==> config.mk <==
export PLATFORM = sky130hd
export DESIGN_NAME = lcd_responder
export DESIGN_NICKNAME = d
export VERILOG_FILES = /design/src/rtl/lcd_pkg.sv /design/src/rtl/lcd_ddram.sv /design/src/rtl/lcd_responder.sv
export SDC_FILE = /design/constraint.sdc
export NUM_CORES = 1
export LEC_CHECK = 0
export CAP_MARGIN = 0
export CORE_UTILIZATION = 30
export DETAILED_ROUTE_END_ITERATION = 12
export GPL_TIMING_DRIVEN = 1
export SLEW_MARGIN = 20
export SYNTH_ARGS = -nofsm -noshare
export SYNTH_HDL_FRONTEND = slang
export SYNTH_SLANG_ARGS = --single-unit
==> constraint.sdc <==
create_clock -name Clk -period 5.6 [get_ports Clk]
set_input_delay 0.56 -clock Clk [delete_from_list [all_inputs] [get_ports Clk]]
set_output_delay 0.56 -clock Clk [all_outputs]
set_load 0.005 [all_outputs]
==> src/rtl/lcd_pkg.sv <==
// Shared definitions for the HD44780-style LCD bus responder: opcodes,
// transfer classes, FSM states and small address helpers.
package lcd_pkg;

  localparam int         DDRAM_SIZE = 80;
  localparam logic [7:0] SPACE_CHAR = 8'h20;
  localparam logic [6:0] ADDR_LAST  = 7'(DDRAM_SIZE - 1);

  localparam logic [7:0] CMD_CLEAR = 8'h01;
  localparam logic [7:0] CMD_HOME  = 8'h02;
  localparam logic [7:0] CMD_ENTRY = 8'h04;
  localparam logic [7:0] CMD_DISP  = 8'h08;
  localparam logic [7:0] CMD_SHIFT = 8'h10;
  localparam logic [7:0] CMD_FUNC  = 8'h20;
  localparam logic [7:0] CMD_CGRAM = 8'h40;
  localparam logic [7:0] CMD_DDRAM = 8'h80;

  typedef enum logic [3:0] {
    CC_NONE   = 4'd0,
    CC_CLEAR  = 4'd1,
    CC_HOME   = 4'd2,
    CC_ENTRY  = 4'd3,
    CC_DISP   = 4'd4,
    CC_SHIFT  = 4'd5,
    CC_FUNC   = 4'd6,
    CC_CGRAM  = 4'd7,
    CC_DDRAM  = 4'd8,
    CC_DATAWR = 4'd9,
    CC_DATARD = 4'd10
  } cmd_code_t;

  typedef enum logic [1:0] {
    S_IDLE,
    S_EXEC,
    S_CLRFILL
  } state_t;

  typedef struct packed {
    logic       e;
    logic       rs;
    logic       rw;
    logic [7:0] db;
  } bus_sample_t;

  typedef struct packed {
    logic disp_on;
    logic cursor_on;
    logic blink_on;
    logic inc_dec;
    logic shift_en;
    logic two_line;
  } mode_t;

  localparam mode_t MODE_RESET = '{disp_on: 1'b0, cursor_on: 1'b0, blink_on: 1'b0,
                                   inc_dec: 1'b1, shift_en: 1'b0, two_line: 1'b0};

  // Bits of the init-tracking vector; InitOk is the AND of all four.
  localparam int SEEN_FUNC  = 0;
  localparam int SEEN_DISP  = 1;
  localparam int SEEN_CLEAR = 2;
  localparam int SEEN_ENTRY = 3;

  // The highest set bit selects the instruction, so magnitude compares suffice.
  function automatic cmd_code_t classify(input logic [7:0] ir);
    if      (ir >= CMD_DDRAM) return CC_DDRAM;
    else if (ir >= CMD_CGRAM) return CC_CGRAM;
    else if (ir >= CMD_FUNC)  return CC_FUNC;
    else if (ir >= CMD_SHIFT) return CC_SHIFT;
    else if (ir >= CMD_DISP)  return CC_DISP;
    else if (ir >= CMD_ENTRY) return CC_ENTRY;
    else if (ir >= CMD_HOME)  return CC_HOME;
    else if (ir >= CMD_CLEAR) return CC_CLEAR;
    else                      return CC_NONE;
  endfunction

  function automatic logic [6:0] addr_step(input logic [6:0] a, input logic up);
    if (up) return (a == ADDR_LAST) ? 7'd0 : a + 7'd1;
    else    return (a == 7'd0) ? ADDR_LAST : a - 7'd1;
  endfunction

endpackage

==> src/rtl/lcd_ddram.sv <==
// 80x8 single-port synchronous DDRAM; one write port shared by data writes
// and the clear fill, read data registered one cycle after the address.
module lcd_ddram
  import lcd_pkg::*;
(
  input  logic       clk,
  input  logic       we,
  input  logic [6:0] addr,
  input  logic [7:0] wdata,
  output logic [7:0] rdata
);

  logic [7:0] mem [DDRAM_SIZE];

  // NOTE: the array has no reset; its contents are don't-care after reset and
  // a reset term would keep it from mapping onto a RAM macro.
  always_ff @(posedge clk) begin
    if (we) mem[addr] <= wdata;
    rdata <= mem[addr];
  end

endmodule

==> src/rtl/lcd_responder.sv <==
// Display-side responder for the HD44780 parallel bus: synchronises the bus,
// decodes transfers on E fall, models busy time and drives reads back.
module lcd_responder
  import lcd_pkg::*;
#(
  parameter int BUSY_CYC  = 2000,
  parameter int CLEAR_CYC = 82000
) (
  input  logic       Clk,
  input  logic       Reset,
  input  logic       LcdE,
  input  logic       LcdRS,
  input  logic       LcdRW,
  input  logic [7:0] LcdDBIn,
  output logic [7:0] LcdDBOut,
  output logic       LcdDBOe,
  output logic       Busy,
  output logic [6:0] Addr,
  output logic       DispOn,
  output logic       CursorOn,
  output logic       BlinkOn,
  output logic       IncDec,
  output logic       ShiftEn,
  output logic       TwoLine,
  output logic       InitOk,
  output logic       CmdStrobe,
  output logic [3:0] CmdCode,
  output logic       ProtoErr
);

  localparam int               CNT_MAX    = (CLEAR_CYC > BUSY_CYC) ? CLEAR_CYC : BUSY_CYC;
  localparam int               CNT_W      = $clog2(CNT_MAX);
  localparam logic [CNT_W-1:0] BUSY_LOAD  = CNT_W'(BUSY_CYC - 1);
  localparam logic [CNT_W-1:0] CLEAR_LOAD = CNT_W'(CLEAR_CYC - 1);

  bus_sample_t      sync1, bus;
  logic             e_prev;
  logic             fall;

  state_t           state, state_n;
  logic [CNT_W-1:0] cnt, cnt_n;
  logic [6:0]       fill_addr, fill_n;
  logic [6:0]       addr, addr_n;
  mode_t            mode, mode_n;
  logic [3:0]       seen, seen_n;
  logic             strobe, strobe_n;
  logic             err, err_n;
  cmd_code_t        code, code_n;

  logic             accept;
  cmd_code_t        cls;
  logic [CNT_W-1:0] load;
  state_t           go;

  logic             ram_we;
  logic [6:0]       ram_addr;
  logic [7:0]       ram_wdata, ram_rdata;
  logic [7:0]       db_out;
  logic             db_oe;
  logic             busy;

  // Two-flop synchroniser on the whole bus; E is delayed once more for edge detect.
  always_ff @(posedge Clk or posedge Reset) begin
    if (Reset) begin
      sync1  <= '0;
      bus    <= '0;
      e_prev <= 1'b0;
    end else begin
      sync1  <= '{e: LcdE, rs: LcdRS, rw: LcdRW, db: LcdDBIn};
      bus    <= sync1;
      e_prev <= bus.e;
    end
  end

  assign fall = e_prev & ~bus.e;
  assign busy = (state != S_IDLE);

  // NOTE: every signal driven here gets a default first, so no path can
  // leave one unassigned and infer a latch.
  always_comb begin
    state_n   = state;
    cnt_n     = cnt;
    fill_n    = fill_addr;
    addr_n    = addr;
    mode_n    = mode;
    seen_n    = seen;
    code_n    = code;
    strobe_n  = 1'b0;
    err_n     = 1'b0;
    ram_we    = 1'b0;
    ram_addr  = addr;
    ram_wdata = bus.db;
    accept    = 1'b0;
    cls       = CC_NONE;
    load      = BUSY_LOAD;
    go        = S_EXEC;

    case (state)
      S_EXEC: begin
        if (cnt == '0) state_n = S_IDLE;
        else           cnt_n   = cnt - 1'b1;
      end
      S_CLRFILL: begin
        ram_we    = 1'b1;
        ram_addr  = fill_addr;
        ram_wdata = SPACE_CHAR;
        if (cnt != '0) cnt_n = cnt - 1'b1;
        if (fill_addr == ADDR_LAST) state_n = (cnt == '0) ? S_IDLE : S_EXEC;
        else                        fill_n  = fill_addr + 7'd1;
      end
      default: ;
    endcase

    // Status reads never count as transfers; everything else needs IDLE.
    if (fall && !(bus.rw && !bus.rs)) begin
      if (state != S_IDLE) begin
        accept = 1'b0;
      end else if (bus.rs) begin
        accept = 1'b1;
        cls    = bus.rw ? CC_DATARD : CC_DATAWR;
        ram_we = !bus.rw;
        addr_n = addr_step(addr, mode.inc_dec);
      end else begin
        accept = 1'b1;
        cls    = classify(bus.db);
        case (cls)
          CC_DDRAM: begin
            if (bus.db[6:0] < 7'(DDRAM_SIZE)) addr_n = bus.db[6:0];
            else                              accept = 1'b0;
          end
          CC_FUNC: begin
            if (bus.db[4]) begin
              mode_n.two_line   = bus.db[3];
              seen_n[SEEN_FUNC] = 1'b1;
            end else begin
              accept = 1'b0;
            end
          end
          CC_SHIFT: if (!bus.db[3]) addr_n = addr_step(addr, bus.db[2]);
          CC_DISP: begin
            mode_n.disp_on    = bus.db[2];
            mode_n.cursor_on  = bus.db[1];
            mode_n.blink_on   = bus.db[0];
            seen_n[SEEN_DISP] = 1'b1;
          end
          CC_ENTRY: begin
            mode_n.inc_dec     = bus.db[1];
            mode_n.shift_en    = bus.db[0];
            seen_n[SEEN_ENTRY] = 1'b1;
          end
          CC_HOME: begin
            addr_n = '0;
            load   = CLEAR_LOAD;
          end
          CC_CLEAR: begin
            addr_n             = '0;
            mode_n.inc_dec     = 1'b1;
            load               = CLEAR_LOAD;
            go                 = S_CLRFILL;
            fill_n             = '0;
            seen_n[SEEN_CLEAR] = 1'b1;
          end
          default: ;
        endcase
      end

      if (accept) begin
        state_n  = go;
        cnt_n    = load;
        strobe_n = 1'b1;
        code_n   = cls;
      end else begin
        // A rejected transfer leaves all state alone, including busy time.
        seen_n = seen;
        mode_n = mode;
        addr_n = addr;
        err_n  = 1'b1;
      end
    end
  end

  // NOTE: sequential state uses non-blocking assignments only, so every
  // register samples its next value from the same pre-edge snapshot.
  always_ff @(posedge Clk or posedge Reset) begin
    if (Reset) begin
      state     <= S_IDLE;
      cnt       <= '0;
      fill_addr <= '0;
      addr      <= '0;
      mode      <= MODE_RESET;
      seen      <= '0;
      strobe    <= 1'b0;
      err       <= 1'b0;
      code      <= CC_NONE;
    end else begin
      state     <= state_n;
      cnt       <= cnt_n;
      fill_addr <= fill_n;
      addr      <= addr_n;
      mode      <= mode_n;
      seen      <= seen_n;
      strobe    <= strobe_n;
      err       <= err_n;
      code      <= code_n;
    end
  end

  // Read-back path: drive the bus only while the synchronised E is high.
  always_ff @(posedge Clk or posedge Reset) begin
    if (Reset) begin
      db_out <= '0;
      db_oe  <= 1'b0;
    end else begin
      db_oe <= bus.e & bus.rw;
      if (bus.e && bus.rw) db_out <= bus.rs ? ram_rdata : {busy, addr};
      else                 db_out <= '0;
    end
  end

  lcd_ddram u_ddram (
    .clk   (Clk),
    .we    (ram_we),
    .addr  (ram_addr),
    .wdata (ram_wdata),
    .rdata (ram_rdata)
  );

  assign LcdDBOut  = db_out;
  assign LcdDBOe   = db_oe;
  assign Busy      = busy;
  assign Addr      = addr;
  assign DispOn    = mode.disp_on;
  assign CursorOn  = mode.cursor_on;
  assign BlinkOn   = mode.blink_on;
  assign IncDec    = mode.inc_dec;
  assign ShiftEn   = mode.shift_en;
  assign TwoLine   = mode.two_line;
  assign InitOk    = &seen;
  assign CmdStrobe = strobe;
  assign CmdCode   = code;
  assign ProtoErr  = err;

endmodule

==> results of run 1 <==
-- cell families (layout without fill, tap and decap cells) --
family          Yosys count  in the layout
buf+inv                 129            245
mux                      70             70
xor+xnor                 28             28
flops                   729            729
fa+ha+maj                 8              8
simple gates            403            403
compound gates          425            425
-- worst max-delay path, stage by stage, from the launching register on --
cell      delay (ns)
dfrtp_1         0.40
inv_1           0.10
ha_2            0.50
buf_4           0.43
nor4bb_1        0.40
a31o_4          0.49
buf_12          0.26
a222oi_1        0.17
and3_1          0.21
a22oi_1         0.47
a31oi_1         0.24
a311oi_1        0.44
-- flip-flops by register name, summed over array words and instances (netlist names) --
signal         flops
u_ddram.mem      640
cnt               17
bus               11
sync1             11
LcdDBOut           8
u_ddram.rdata      8
Addr               7
fill_addr          7
CmdCode            4
seen               4
state              2
BlinkOn            1
CmdStrobe          1
CursorOn           1
DispOn             1
IncDec             1
LcdDBOe            1
ProtoErr           1
ShiftEn            1
TwoLine            1
e_prev             1
-- area by class of cell --
type                            instances  area [um2]
Clock inverter                         45         390
Inverter                               21        80.1
Timing Repair Buffer                   86         826
Sequential cell                       729       21400
Tap cell                             1243        1560
Clock buffer                           93        2090
Fill cell                            8618       59600
Multi-Input combinational cell        934        6370
-- cells in the final DEF (no fill, tap or decap), types with 18 or more instances in the layout --
cell type / instances
o21ai_0: 23
a21oi_1: 93
inv_1: 20
a222oi_1: 63
edfxtp_1: 640
buf_4: 38
clkdlybuf4s50_1: 42
a22oi_1: 67
nor3_1: 20
nand2_1: 72
mux2_2: 18
dfrtp_1: 80
nor2_1: 139
clkinv_2: 19
mux2i_1: 50
clkbuf_16: 78
a221oi_1: 60
nand3_1: 59
a22o_1: 22
-- through the flow --
| stage | cell area (um2) | cells | utilization, % |
|---|---|---|---|
| global placement | 30200 | 3011 | 32.7 |
| global route | 32700 | 3151 | 35.4 |
| finish | 32700 | 3151 | 35.4 |
| detailed placement | 30200 | 3013 | 32.7 |
| CTS | 32700 | 3151 | 35.4 |
| floorplan | 28100 | 1792 | - |
-- per-layer routing --
| layer | share of wire [%] | up-vias | global-route usage, % | wire, um |
|---|---|---|---|---|
| met4 | 2.5 | 2 | 4.94 | 1980 |
| met2 | 47 | 956 | 25.8 | 36700 |
| met5 | 0.0089 | - | 0 | 7 |
| li1 | - | 7292 | - | - |
| met3 | 10 | 144 | 3.92 | 8020 |
| met1 | 41 | 8716 | 22.3 | 32000 |
-- where the power goes --
part	internal (W)	switching [W]	total, W
registers	0.00606	0.000259	0.00632
clock network	0.00286	0.00213	0.00499
logic	0.00140	0.00271	0.00411
total	0.0103	0.00510	0.0154
-- worst max path at each step --
stage	slack, ns	cells past startpoint	end	from
floorplan	1.68	7	u_ddram.mem[0][2]	state[0]
global placement	1.38	11	u_ddram.rdata[0]	state[0]
detailed placement	1.40	11	u_ddram.rdata[0]	state[0]
CTS	1.36	11	u_ddram.rdata[0]	state[0]
global route	1.12	11	u_ddram.rdata[0]	state[0]
finish	1.30	11	u_ddram.rdata[0]	state[0]
==> flow_summary.toml, run 1 <==
[grt]
grt_pass1_vias = 16700
grt_pass1_wl_um = 115000
track_usage_pct = 16.4
overflow = 0
antenna_found_initial = 1
grt_max_degree = 81

[synth]
synth-xor-area-share_pct = 0.871
synth_area_per_cell_um2 = 15.7
ys_warn_count = 0
async_reset_ff_share_pct = 11.1
synthSimpleGateAreaFrac_pct = 6.96
yosys-top-cells-area = "edfxtp_1 (68%), dfrtp_1 (7.1%), a222oi_1 (2.2%), nor2_1 (1.9%), a221oi_1 (1.9%)"
synthMuxAreaShare_pct = 2.57
synth_compound_area_share_pct = 11.3
synth_cell_types = 72
synthMostInstantiatedCell = "edfxtp_1"
syn_area_um2 = 28100
syn_inst = 1792
netlist.area_leader.share_pct = 68.3
synth_commonest_cells = "edfxtp_1 (640), nor2_1 (141), a21oi_1 (94)"
synth_edf_count = 640
synth_top_family_by_area = "compound AO/OA/AOI/OAI gates"
synth_largest_area_cell = "edfxtp_1"
yosysSeqAreaShare_pct = 76.1
synth_flop_cell = "edfxtp_1"
synth_fp_nets = 1813
synthAdderAreaFrac_pct = 0.356
ys_seq_elements = 729

[worst_setup_path]
rr_worst_depth = 11
worstSetupStartpointType = "register"
crit_arrival_ns = 4.78
rrSetupSlack_ns = 1.30
critical_path_required_ns = 6.08
r2r_start = "state[0]"
critPathMaxFanout = 32
path_class = "register to register"
end_kind = "register"
r2r-end = "u_ddram.rdata[0]"

[finish]
area_delta_synth_final_pct = 16.3
final_nets = 1870
drive_gt1_share_pct = 11.3
n_antenna_cell = 0

[clock_network]
clock_sinks = 729
cts.path.max_buffers = 3
clockRootBuffer = "clkbuf_16"
holdBufCountCts = 0
path_clk_slew_ns = 0.06
clk_latency_ns = 0.64
cts-resized-gates = 0
cts_setup_buffers = 0
cts_max_level = 3
cts_tree = "done"
cts_buffers = 77

[timing]
hold_ws_ns = 0.220
fmax_ghz = 0.233
finalHoldViolations = 0
fin_crit_ns = 4.30
final-setup-viol-count = 0
fin_setup_tns_ns = 0
rsz0062_at_grt = "no"
skew_ns = 0.0289
slew_violations = 0
setup_ws_ns = 1.30
slew_headroom_pct = 26.9
tightest_slew_ns = 1.09
finalCritPeriodShare_pct = 76.8

[place]
dp_hpwl_um = 48600
port_buffers = 42
place_congestion = 0.869
place_ws_ns = 1.40

[floorplan]
core_um2 = 92400
rows = 111
die_area_um2 = 95000
io_pins = 43
initial_core_util_pct = 30.5
fp.dieW_um = 308
die_h_um = 308

[routing]
drtAntennaViolNets = 0
drtIter0Drc = 2337
first_pass_iters = 7
drt-total-wl_um = 78600
post_drt_wl_per_cell_um = 25.0
drc = 0
avgViaCountPerCell = 5.43
num_vias = 17100

[power_and_ir_drop]
leakage_nw = 10.6
power.total_w = 0.0154
powerDensity_nw_per_um2 = 471
vdd_ir_drop_max_uv = 242

[status]
status = "complete, no violations"

[flow_run]
max_cap_violations = 0

[min_path]
hp-class = "primary input to asynchronous set/reset pin"
No activity file was read; power rests on OpenSTA's default activity.
==> run 2, diff against run 1 <==
clock period = 4.38 ns   (was 5.6 ns; I/O delays follow)
==> run 2 against run 1 <==
  * Via count grew 0.81%
  * Total power rose by 26%
  * Non-clock buffer count rose by 66
  * Setup slack got worse by 1.1 ns
  * Hold slack lost 0.011 ns
  * Final cell count grew 2.0%
  * Count of clock-buffer cells in the layout is 6 lower
  * Largest power group unchanged
  * Global-route usage decreased by 0.10 points
  * Sequential power up 28%
  * Sequential cell count unchanged
==> flow_summary.toml, run 2 (same netlist as run 1, synthesis figures left out) <==
[floorplan]
die_h_um = 308
initial_core_util_pct = 30.5
core_um2 = 92400
die_area_um2 = 95000
rows = 111
io_pins = 43
fp.dieW_um = 308

[clock_network]
clk_latency_ns = 0.62
cts_max_level = 3
clock_sinks = 729
cts.path.max_buffers = 3
cts_buffers = 76
holdBufCountCts = 0
cts-resized-gates = 0
cts_setup_buffers = 0
path_clk_slew_ns = 0.06
clockRootBuffer = "clkbuf_16"
cts_tree = "done"

[power_and_ir_drop]
p_comb_share_pct = 27.6
powerDensity_nw_per_um2 = 588
power_frac_clock_pct = 30.9
leakage_nw = 10.9
p_int_w = 0.0130
p_sw_share_pct = 33.1
power.total_w = 0.0194
p_sw_w = 0.00643
vdd_ir_drop_max_uv = 283
pwr-share-seq_pct = 41.4

[timing]
slew_headroom_pct = 25.2
setup_ws_ns = 0.201
finalCritPeriodShare_pct = 95.4
slew_violations = 0
rsz0062_at_grt = "no"
fin_setup_tns_ns = 0
skew_ns = 0.0193
fin_crit_ns = 4.18
tightest_slew_ns = 1.12
finalHoldViolations = 0
final-setup-viol-count = 0
fmax_ghz = 0.239

[finish]
regMostFlops = "u_ddram.mem"
n_antenna_cell = 0
area_delta_synth_final_pct = 17.5
final_nets = 1935
top_regs = "u_ddram.mem: 640 flops, cnt: 17 flops"
final_cell_mix = "edfxtp_1 (640), nor2_1 (139), buf_4 (100)"
fill_cells = 8652
stdcell_area_um2 = 33100
largest_reg_flops = 640
final_util_pct = 35.8
drive_gt1_share_pct = 13.9
layout_commonest_cell = "edfxtp_1"

[worst_setup_path]
path_class = "register to register"
path_cells = "inv_1, ha_2, buf_4, nand4b_1, o31ai_4, buf_4, a22oi_1, and3_1, a22oi_1, a31oi_1, a311oi_1"
path_delay_family = "compound AO/OA/AOI/OAI gates"
end_kind = "register"
critPathBufInv = 3
critPathMaxStageDelay_ns = 0.74
critical_path_required_ns = 4.82
critPathSlowestCell = "ha_2"
critPathMaxFanout = 34
worstSetupStartpointType = "register"
crit_arrival_ns = 4.62

[place]
port_buffers = 42
place_ws_ns = 0.294
place_congestion = 0.866
dp_hpwl_um = 48200
dpl-instance-area_um2 = 30700

[routing]
drt-total-wl_um = 78500
num_vias = 17200
first_pass_iters = 6
drtIter0Drc = 2265
avgViaCountPerCell = 5.37
post_drt_wl_per_cell_um = 24.4
drtAntennaViolNets = 0
drc = 0

[grt]
grt_max_degree = 81
overflow = 0
antenna_found_initial = 2
grt_pass1_vias = 17100
grt_pass1_wl_um = 115000
track_usage_pct = 16.3

[min_path]
hp-class = "primary input to asynchronous set/reset pin"

[flow_run]
max_cap_violations = 0

[status]
status = "complete, no violations"
-- run 2: cell types whose count changed in the layout (fill, tap and decap cells not counted), sizes merged --
cell and change:
buf +66, bufinv -2, clkbuf -6, clkinvlp +2, inv +2
-- run 2: final timing paths --
kind / startpoint / to / slack, ns / cells past startpoint
min in group Clk: LcdDBIn[0] / sync1[0] / 0.26 / 1
max in group asynchronous: Reset / bus[3] / 3.16 / 3
setup reg to reg: state[0] / u_ddram.rdata[0] / 0.20 / 11
hold / removal: Reset / sync1[8] / 0.21 / 2
hold reg to reg: sync1[9] / bus[9] / 0.35 / 0
setup / recovery: state[0] / u_ddram.rdata[0] / 0.20 / 11
-- run 2: worst register-to-register path, cell delays in order (launching register included) --
cell,delay [ns]
dfrtp_1,0.40
inv_1,0.11
ha_2,0.74
buf_4,0.36
nand4b_1,0.18
o31ai_4,0.26
buf_4,0.56
a22oi_1,0.16
and3_1,0.22
a22oi_1,0.28
a31oi_1,0.26
a311oi_1,0.49
-- run 2: final cells by class --
class                   instances  area [um2]  share of cell area [%]
clock buffers                  87        1990                    6.00
clock inverters                47         313                   0.946
inverters                      21        80.1                   0.242
multi-input cells             934        6360                    19.2
flip-flops and latches        729       21400                    64.7
well taps                    1243        1560                    4.70
repair buffers                152        1380                    4.17
-- run 2: per-stage QoR --
step	hold WS, ns	std cells
after floorplan	0.331	1792
after global placement	0.339	3078
after detailed placement	0.335	3078
after CTS	0.220	3212
after global routing	0.260	3213
final	0.209	3213
-- run 2: power by group through the flow --
stage	clock network (W)	registers (W)	logic [W]
final	0.00601	0.00806	0.00537
after global routing	0.00635	0.00807	0.00568
after CTS	0.00612	0.00805	0.00529
after detailed placement	0	0.00819	0.00527
after global placement	0	0.00818	0.00523
after floorplan	0	0.00801	0.00314
-- run 2: per-layer routing --
layer  vias to the layer above  track usage [%]  part of all wire [%]
li1                       7414                -                     -
met1                      8855             22.7                    42
met2                       863             26.5                    48
met3                       112             2.53                   8.6
met4                         4             4.27                   1.9
met5                         -                0                 0.018
==> run 3, diff against run 2 <==
CORE_UTILIZATION = 40   (was 30)
REMOVE_ABC_BUFFERS = 1   (was unset)
==> run 3 against run 2 <==
  * Hold slack gained 0.065 ns
  * Clock skew up 0.0030 ns
  * Register-to-register slack improved by 0.14 ns
  * Largest power group unchanged
  * Maximum frequency increased by 3.5%
  * Total power is 1.1% higher
  * Critical path depth decreased by 1
  * Sequential power fell by 0.5%
  * Clock power is 4.0% higher
  * Cell area shrank 0.81%
==> flow_summary.toml, run 3 (same netlist as run 1, synthesis figures left out) <==
[status]
status = "complete, no violations"

[clock_network]
cts-resized-gates = 0
cts_tree = "done"
clk_latency_ns = 0.62
path_clk_slew_ns = 0.06
cts_setup_buffers = 0
cts_max_level = 3
clockRootBuffer = "clkbuf_16"
cts.path.max_buffers = 3
cts_buffers = 74
clock_sinks = 729
holdBufCountCts = 0

[timing]
fin_crit_ns = 4.04
skew_ns = 0.0223
slew_violations = 0
rsz0062_at_grt = "no"
slew_headroom_pct = 27.1
hold_ws_ns = 0.274
tightest_slew_ns = 1.09
fmax_ghz = 0.248
finalCritPeriodShare_pct = 92.2
final-setup-viol-count = 0
finalHoldViolations = 0
fin_setup_tns_ns = 0

[finish]
top_regs = "u_ddram.mem: 640 flops, cnt: 17 flops"
area_delta_synth_final_pct = 16.6
n_antenna_cell = 0
fill_cells = 5884
final_nets = 1946
layout_commonest_cell = "edfxtp_1"
regMostFlops = "u_ddram.mem"
stdcell_area_um2 = 32800
drive_gt1_share_pct = 14.2
final_cell_mix = "edfxtp_1 (640), nor2_1 (139), buf_4 (116)"
final_util_pct = 47.5
largest_reg_flops = 640

[routing]
drtIter0Drc = 2215
drtAntennaViolNets = 0
post_drt_wl_per_cell_um = 26.6
first_pass_iters = 6
drt-total-wl_um = 77700
drc = 0
avgViaCountPerCell = 5.91
num_vias = 17200

[place]
place_congestion = 0.851
port_buffers = 42
dp_hpwl_um = 48200
dpl-instance-area_um2 = 30400

[floorplan]
fp.dieW_um = 267
die_area_um2 = 71400
rows = 96
initial_core_util_pct = 40.7
die_h_um = 267
io_pins = 43
core_um2 = 69100

[worst_setup_path]
critical_path_required_ns = 4.84
path_class = "register to register"
worstSetupStartpointType = "register"
crit_arrival_ns = 4.50
end_kind = "register"
critPathMaxFanout = 30

[flow_run]
max_cap_violations = 0

[grt]
antenna_found_initial = 0
grt_pass1_wl_um = 114000
track_usage_pct = 21.8
grt_max_degree = 81
overflow = 0
grt_pass1_vias = 17000

[power_and_ir_drop]
p_int_w = 0.0133
p_sw_share_pct = 32.6
p_comb_share_pct = 27.4
p_sw_w = 0.00640
pwr-share-seq_pct = 40.8
vdd_ir_drop_max_uv = 345
powerDensity_nw_per_um2 = 599
power_frac_clock_pct = 31.8
leakage_nw = 11.0
power.total_w = 0.0197

[min_path]
hp-class = "primary input to register"
## run 3: critical path: stages, from the launching register on
cell      delay [ns]
dfrtp_1         0.40
inv_1           0.09
ha_2            0.69
or4b_2          0.68
o21ai_4         0.33
buf_4           0.42
a222oi_1        0.10
and3_1          0.18
a22oi_1         0.26
a31oi_1         0.26
a311oi_1        0.43
## run 3: area by class of cell
class | count | area, um2 | area share, %
repair buffers | 165 | 1430 | 4.36
multi-input cells | 934 | 6360 | 19.4
flip-flops and latches | 729 | 21400 | 65.2
well taps | 931 | 1160 | 3.55
clock inverters | 38 | 368 | 1.12
clock buffers | 97 | 2000 | 6.09
inverters | 21 | 80.1 | 0.244
## run 3: metrics by stage
step                      cells  worst slack [ns]
after global routing       2915             0.279
after global placement     2780             0.499
final                      2915             0.342
after detailed placement   2780             0.496
after CTS                  2915             0.481
after floorplan            1684             -1.96
## run 3: metal layers
metal	track usage [%]	wire (um)	up-vias
met1	30.0	31700	8759
li1	-	-	7460
met2	35.5	37100	887
met5	0	0	-
met4	6.17	1850	0
met3	4.02	7050	127
## run 3: power groups by stage
stage / Sequential, W / Combinational, W / Clock (W)
floorplan: 0.00808 / 0.00291 / 0
global placement: 0.00816 / 0.00528 / 0
detailed placement: 0.00817 / 0.00530 / 0
CTS: 0.00802 / 0.00533 / 0.00633
global route: 0.00805 / 0.00570 / 0.00657
finish: 0.00802 / 0.00538 / 0.00625
## run 3: path summary, 6_finish.rpt
check | from | to | slack, ns | cells past startpoint
max | state[0] | u_ddram.rdata[0] | 0.34 | 10
min | LcdDBIn[2] | sync1[2] | 0.27 | 1
max reg2reg | state[0] | u_ddram.rdata[0] | 0.34 | 10
min reg2reg | sync1[5] | bus[5] | 0.35 | 0
max in group asynchronous | Reset | sync1[10] | 3.13 | 3
min in group asynchronous | Reset | LcdDBOut[3] | 0.29 | 2
